[config.mk]
export PLATFORM = sky130hd
export DESIGN_NAME = uart_tx_ctrl
export DESIGN_NICKNAME = d
export VERILOG_FILES = /design/src/rtl/uart_tx_ctrl.sv
export SDC_FILE = /design/constraint.sdc
export NUM_CORES = 1
export LEC_CHECK = 0
export BUFFER_PORTS_ARGS = -buffer_cell sky130_fd_sc_hd__buf_2
export CORE_UTILIZATION = 52
export CTS_CLUSTER_SIZE = 30
export DETAILED_ROUTE_END_ITERATION = 7
export PLACE_DENSITY = 0.76
export REMOVE_ABC_BUFFERS = 1
export SLEW_MARGIN = 10
export SYNTH_ARGS = -nofsm -noshare
export SYNTH_HDL_FRONTEND = slang
export SYNTH_SLANG_ARGS = --single-unit
[constraint.sdc]
create_clock -name CLK -period 1.55 [get_ports CLK]
set_clock_uncertainty 0.15 [all_clocks]
set_input_delay 0.31 -clock CLK [delete_from_list [all_inputs] [get_ports CLK]]
set_output_delay 0.31 -clock CLK [all_outputs]
set_load 0.01 [all_outputs]
[src/rtl/uart_tx_ctrl.sv]
// Purpose: UART transmit sequencer; latches a byte and drives the output mux select frame by frame.
// Latency: Data_Valid at edge N gives START in cycle N+1 and the first data bit in cycle N+2.
// Backpressure: busy high for the whole frame; Data_Valid ignored while busy (accepted in STOP with UART_TX_BACK2BACK_EN).
module uart_tx_ctrl #(
  parameter int DATA_WIDTH = 8
) (
  input  logic                  CLK,
  input  logic                  RST,
  input  logic [DATA_WIDTH-1:0] P_DATA,
  input  logic                  Data_Valid,
  input  logic                  PAR_EN,
  input  logic                  PAR_TYP,
  output logic [1:0]            mux_sel,
  output logic                  ser_data,
  output logic                  par_bit,
  output logic                  busy
);

  localparam int CNT_W = (DATA_WIDTH > 1) ? $clog2(DATA_WIDTH) : 1;
  localparam logic [CNT_W-1:0] CNT_LAST = CNT_W'(DATA_WIDTH - 1);

  localparam logic [2:0] IDLE   = 3'd0;
  localparam logic [2:0] START  = 3'd1;
  localparam logic [2:0] DATA   = 3'd2;
  localparam logic [2:0] PARITY = 3'd3;
  localparam logic [2:0] STOP   = 3'd4;

  logic [2:0]            state;
  logic [2:0]            next_state;
  logic [DATA_WIDTH-1:0] shift_reg;
  logic [CNT_W-1:0]      bit_cnt;
  logic                  par_en_q;
  logic                  accept;

  // Acceptance window: IDLE always, STOP too when back-to-back frames are enabled
  always_comb begin
    accept = 1'b0;
`ifdef UART_TX_BACK2BACK_EN
    if ((state == IDLE || state == STOP) && Data_Valid) accept = 1'b1;
`else
    if (state == IDLE && Data_Valid) accept = 1'b1;
`endif
  end

  // Frame sequencing: start, data bits, optional parity, stop
  always_comb begin
    next_state = state;
    case (state)
      IDLE:    if (accept) next_state = START;
      START:   next_state = DATA;
      DATA:    if (bit_cnt == CNT_LAST) next_state = par_en_q ? PARITY : STOP;
      PARITY:  next_state = STOP;
      STOP:    next_state = accept ? START : IDLE;
      default: next_state = IDLE;
    endcase
  end

  // State register; reset aborts any frame in flight and returns the line to idle
  always_ff @(posedge CLK or negedge RST) begin
    if (!RST) begin
      state <= IDLE;
    end else begin
      state <= next_state;
    end
  end

  // Payload, parity and bit counter; the counter holds on the last bit so it never wraps
  always_ff @(posedge CLK or negedge RST) begin
    if (!RST) begin
      shift_reg <= '0;
      bit_cnt   <= '0;
      par_en_q  <= 1'b0;
      par_bit   <= 1'b0;
    end else if (accept) begin
      shift_reg <= P_DATA;
      bit_cnt   <= '0;
      par_en_q  <= PAR_EN;
      par_bit   <= (^P_DATA) ^ PAR_TYP;
    end else if (state == DATA) begin
      shift_reg <= shift_reg >> 1;
      if (bit_cnt != CNT_LAST) bit_cnt <= bit_cnt + CNT_W'(1);
    end
  end

  // Mux select and busy are pure decodes of the registered state
  always_comb begin
    mux_sel = 2'b01;
    busy    = 1'b0;
    case (state)
      START:   begin mux_sel = 2'b00; busy = 1'b1; end
      DATA:    begin mux_sel = 2'b10; busy = 1'b1; end
      PARITY:  begin mux_sel = 2'b11; busy = 1'b1; end
      STOP:    begin mux_sel = 2'b01; busy = 1'b1; end
      default: begin mux_sel = 2'b01; busy = 1'b0; end
    endcase
  end

  assign ser_data = shift_reg[0];

endmodule

==> flow_summary_export.csv <==
group,metric,value,unit
route,route.detailed.wl_per_inst,13.9,um
layout,drive_gt1_frac,0.393,
timing,postLayoutSetupSlackWorst,-81.8,ps
grt,grt_pass1_vias,698,
route,drtAntennaViolNets,0,
run_status,result_of_the_run,"finished, violations left",
grt,grt.overflow.total,0,
logic_synthesis,synth_area_leaders,"sky130_fd_sc_hd__dfrtp_1, sky130_fd_sc_hd__mux2i_1, sky130_fd_sc_hd__nand2_1",
run,max_cap_violations,0,
worst_setup_path,crit_type,"flop to output pin",
floorplanning,floorplan.core_area,1540,sq um
clock_tree,ctsLongestPathBuffers,2,
clock_tree,cts_tree,"done",
timing,maxSlewHeadroom,0.761,
clock_tree,source_to_sink_clock_delay_at_the_later_pin_of_the_worst_skew_pair,290,ps
floorplanning,floorplan.die_area,1850,sq um
place,numPortBuffers,17,
layout,finalNetCount,128,
worst_setup_path,cpPeakStageDelay,490,ps
layout,post-route-util,0.722,
hold_path,hold_path.class,"input port to flop",
place,gpl.final_weighted_congestion,0.790,
clock_tree,number_of_buffers_created_by_cts,3,
grt,grt_max_degree,17,
worst_setup_path,crit_path_max_fanout,5,
logic_synthesis,synth_sequential_area_ratio,0.458,
worst_setup_path,critical_path_required,1090,ps
worst_setup_path,critical-path-top-delay-family,"flip-flops",
clock_tree,clkSinkCount,16,
logic_synthesis,synthesis.yosys.warnings,0,
timing,crit_path_time_final,1630,ps
timing,final_setup_violation_count,3,
logic_synthesis,synthesis.instances,82,
clock_tree,clock_root_buffer,"sky130_fd_sc_hd__clkbuf_4",
route,routed-via-count,687,
logic_synthesis,synth_top_cell_by_area,"sky130_fd_sc_hd__dfrtp_1",
pwr,power_per_standard_cell_area,2000,nW/um^2
timing,worst_max_slew_pin_slew,358,ps
logic_synthesis,yosysMostFrequentCell,"sky130_fd_sc_hd__dfrtp_1",
route,detail_route.vias_per_cell,5.37,
timing,final-hold-violation-count,0,
worst_setup_path,crit_buf_inv,1,
clock_tree,ctsHtreeMaxLevel,1,
pwr,power.ir.vdd_worst,0.000977,V
pwr,power.leakage,0.540,nW
route,detailedRoute.firstPassIterationCount,4,
worst_setup_path,reg2reg_slack,50,ps
floorplanning,die_height,43.0,um
route,detail_route.iter0.violations,19,
timing,grt_setup_unrepaired,"yes",
grt,grt_first_pass_wirelength,2870,um
grt,grt_antenna_before_repair,0,
logic_synthesis,synth-edff-count,0,
route,detail_route.wirelength,1770,um
floorplanning,die_width,43.0,um
worst_setup_path,worst_ep_arrival_time,1170,ps
layout,final_cells,128,
logic_synthesis,synth.avg_cell_area,10.7,sq um
floorplanning,start_util,0.567,
layout,num_antenna_cells,0,
run_status,failed_checks,"setup timing",
timing,report.final.slew_viol_count,0,
timing,fin_crit_sh,1.05,
timing,timing.fmax,0.613,GHz
logic_synthesis,postSynth.asyncResetShare,1.00,
floorplanning,io_pins,18,
logic_synthesis,synthDistinctLibCells,25,
worst_setup_path,crit_path_end_kind,"output pin",
worst_setup_path,slowest_cell_on_the_critical_path,"sky130_fd_sc_hd__dfrtp_2",
logic_synthesis,mappedNetlistArea,873,sq um
worst_setup_path,worstPathCellList,"nor2_4, xnor2_1, buf_2",
layout,number_of_flip_flops_in_the_largest_register,8,
logic_synthesis,yosys.area.top_type_share,0.458,
logic_synthesis,yosys-top-cells-count,"sky130_fd_sc_hd__dfrtp_1, sky130_fd_sc_hd__nand2_1, sky130_fd_sc_hd__mux2i_1, sky130_fd_sc_hd__o21ai_0, sky130_fd_sc_hd__xnor2_1",
logic_synthesis,synth_flop_cell,"sky130_fd_sc_hd__dfrtp_1",
grt,grtUsageTotal,0.208,
route,drc,0,
worst_setup_path,start_kind,"flop",
layout,areaGrowthSynthToFinish,27.4,%
place,placed_cells,115,
place,post_dp_hpwl,1230,um
floorplanning,fp-row-count,14,
clock_tree,worst_setup_hold_path_clk_slew,100,ps
logic_synthesis,postSynthRegisterBits,16,
==> routing by layer <==
metal,GRT usage,vias to the layer above,part of all wire
li1,-,335,-
met3,0.0298,2,0.033
met4,0.0667,0,0.0045
met1,0.258,335,0.43
met5,0,-,0
met2,0.370,15,0.53
==> cells in the final DEF, fill, tap and decap left out <==
master / Yosys / layout
sky130_fd_sc_hd__nand2b_1: 1 / 1
sky130_fd_sc_hd__a21oi_1: 1 / 1
sky130_fd_sc_hd__nor3_1: 1 / 1
sky130_fd_sc_hd__a31oi_1: 1 / 1
sky130_fd_sc_hd__buf_2: 1 / 17
sky130_fd_sc_hd__mux2i_2: 0 / 1
sky130_fd_sc_hd__xnor2_1: 5 / 5
sky130_fd_sc_hd__clkbuf_8: 0 / 1
sky130_fd_sc_hd__nand3b_1: 1 / 1
sky130_fd_sc_hd__nor2b_1: 3 / 2
sky130_fd_sc_hd__nand2_1: 15 / 15
sky130_fd_sc_hd__nor2_4: 0 / 1
sky130_fd_sc_hd__nor4b_4: 1 / 1
sky130_fd_sc_hd__inv_1: 1 / 1
sky130_fd_sc_hd__o21ai_1: 2 / 2
sky130_fd_sc_hd__dlygate4sd3_1: 0 / 1
sky130_fd_sc_hd__buf_4: 2 / 10
sky130_fd_sc_hd__buf_6: 2 / 3
sky130_fd_sc_hd__nor3b_2: 1 / 1
sky130_fd_sc_hd__nor2_1: 3 / 2
sky130_fd_sc_hd__nor2b_2: 0 / 1
sky130_fd_sc_hd__a22oi_1: 1 / 1
sky130_fd_sc_hd__mux2i_1: 8 / 7
sky130_fd_sc_hd__and2b_4: 1 / 1
sky130_fd_sc_hd__dfrtp_1: 16 / 14
sky130_fd_sc_hd__xor2_1: 3 / 3
sky130_fd_sc_hd__o21ai_0: 8 / 8
sky130_fd_sc_hd__ha_2: 0 / 2
sky130_fd_sc_hd__xnor3_1: 1 / 1
sky130_fd_sc_hd__clkbuf_4: 0 / 3
sky130_fd_sc_hd__dfrtp_2: 0 / 2
sky130_fd_sc_hd__a22o_1: 1 / 1
==> layout make-up <==
cell class / count / area (sq um)
clock buffers: 4 / 36.3
fillers: 120 / 429
inverters: 1 / 3.75
multi-input cells: 60 / 445
flip-flops and latches: 16 / 403
well taps: 16 / 20.0
repair buffers: 31 / 204
==> cells by family (layout without fill, tap and decap cells) <==
kind of cell	after synthesis	count (layout)	synth area share
flops	16	16	0.458
mux	8	8	0.0917
buf+inv	6	36	0.0530
simple gates	27	27	0.173
fa+ha+maj	2	2	0.0286
compound gates	14	14	0.0888
xor+xnor	9	9	0.106
==> where the power goes <==
part           switching [mW]  internal (mW)  leakage [nW]
Combinational           0.563          0.624         0.320
Clock                   0.132          0.143        0.0210
Sequential              0.141          0.618         0.199
Total                   0.837           1.38         0.540
==> worst min-delay path: stages <==
cell	delay [ps]
sky130_fd_sc_hd__buf_2	80
sky130_fd_sc_hd__nand2_1	40
sky130_fd_sc_hd__o21ai_0	70
==> through the flow <==
step / TNS, ps / worst slack (ps) / area [sq um] / hold WS (ps) / total power, mW
global placement: 0 / 43.5 / 973 / 89.2 / 1.66
detailed placement: 0 / 19.5 / 973 / 91.1 / 1.72
floorplan: -1070 / -159 / 831 / -136 / 1.38
finish: -193 / -81.8 / 1110 / 97.5 / 2.22
global route: -423 / -142 / 1110 / 107 / 2.39
CTS: -152 / -73.9 / 1060 / 96.5 / 2.10
==> final timing paths <==
check | start | endpoint | cells after the start
worst min register to register | shift_reg[0] | shift_reg[0] | 2
min in group asynchronous | RST | bit_cnt[2] | 2
worst min-delay path | PAR_EN | par_en_q | 3
worst max register to register | state[0] | shift_reg[1] | 4
worst max-delay path | state[0] | busy | 3
max in group asynchronous | RST | state[1] | 2
==> repair_timing <==
item,CTS,global route
endpoints found under the hold margin,16,0
setup endpoints to repair,4,14
pin swaps,0,2
buffers inserted,4,4
hold buffers,1,0
resized for setup,5,6
Note: power is estimated with default switching activity, not from simulation.
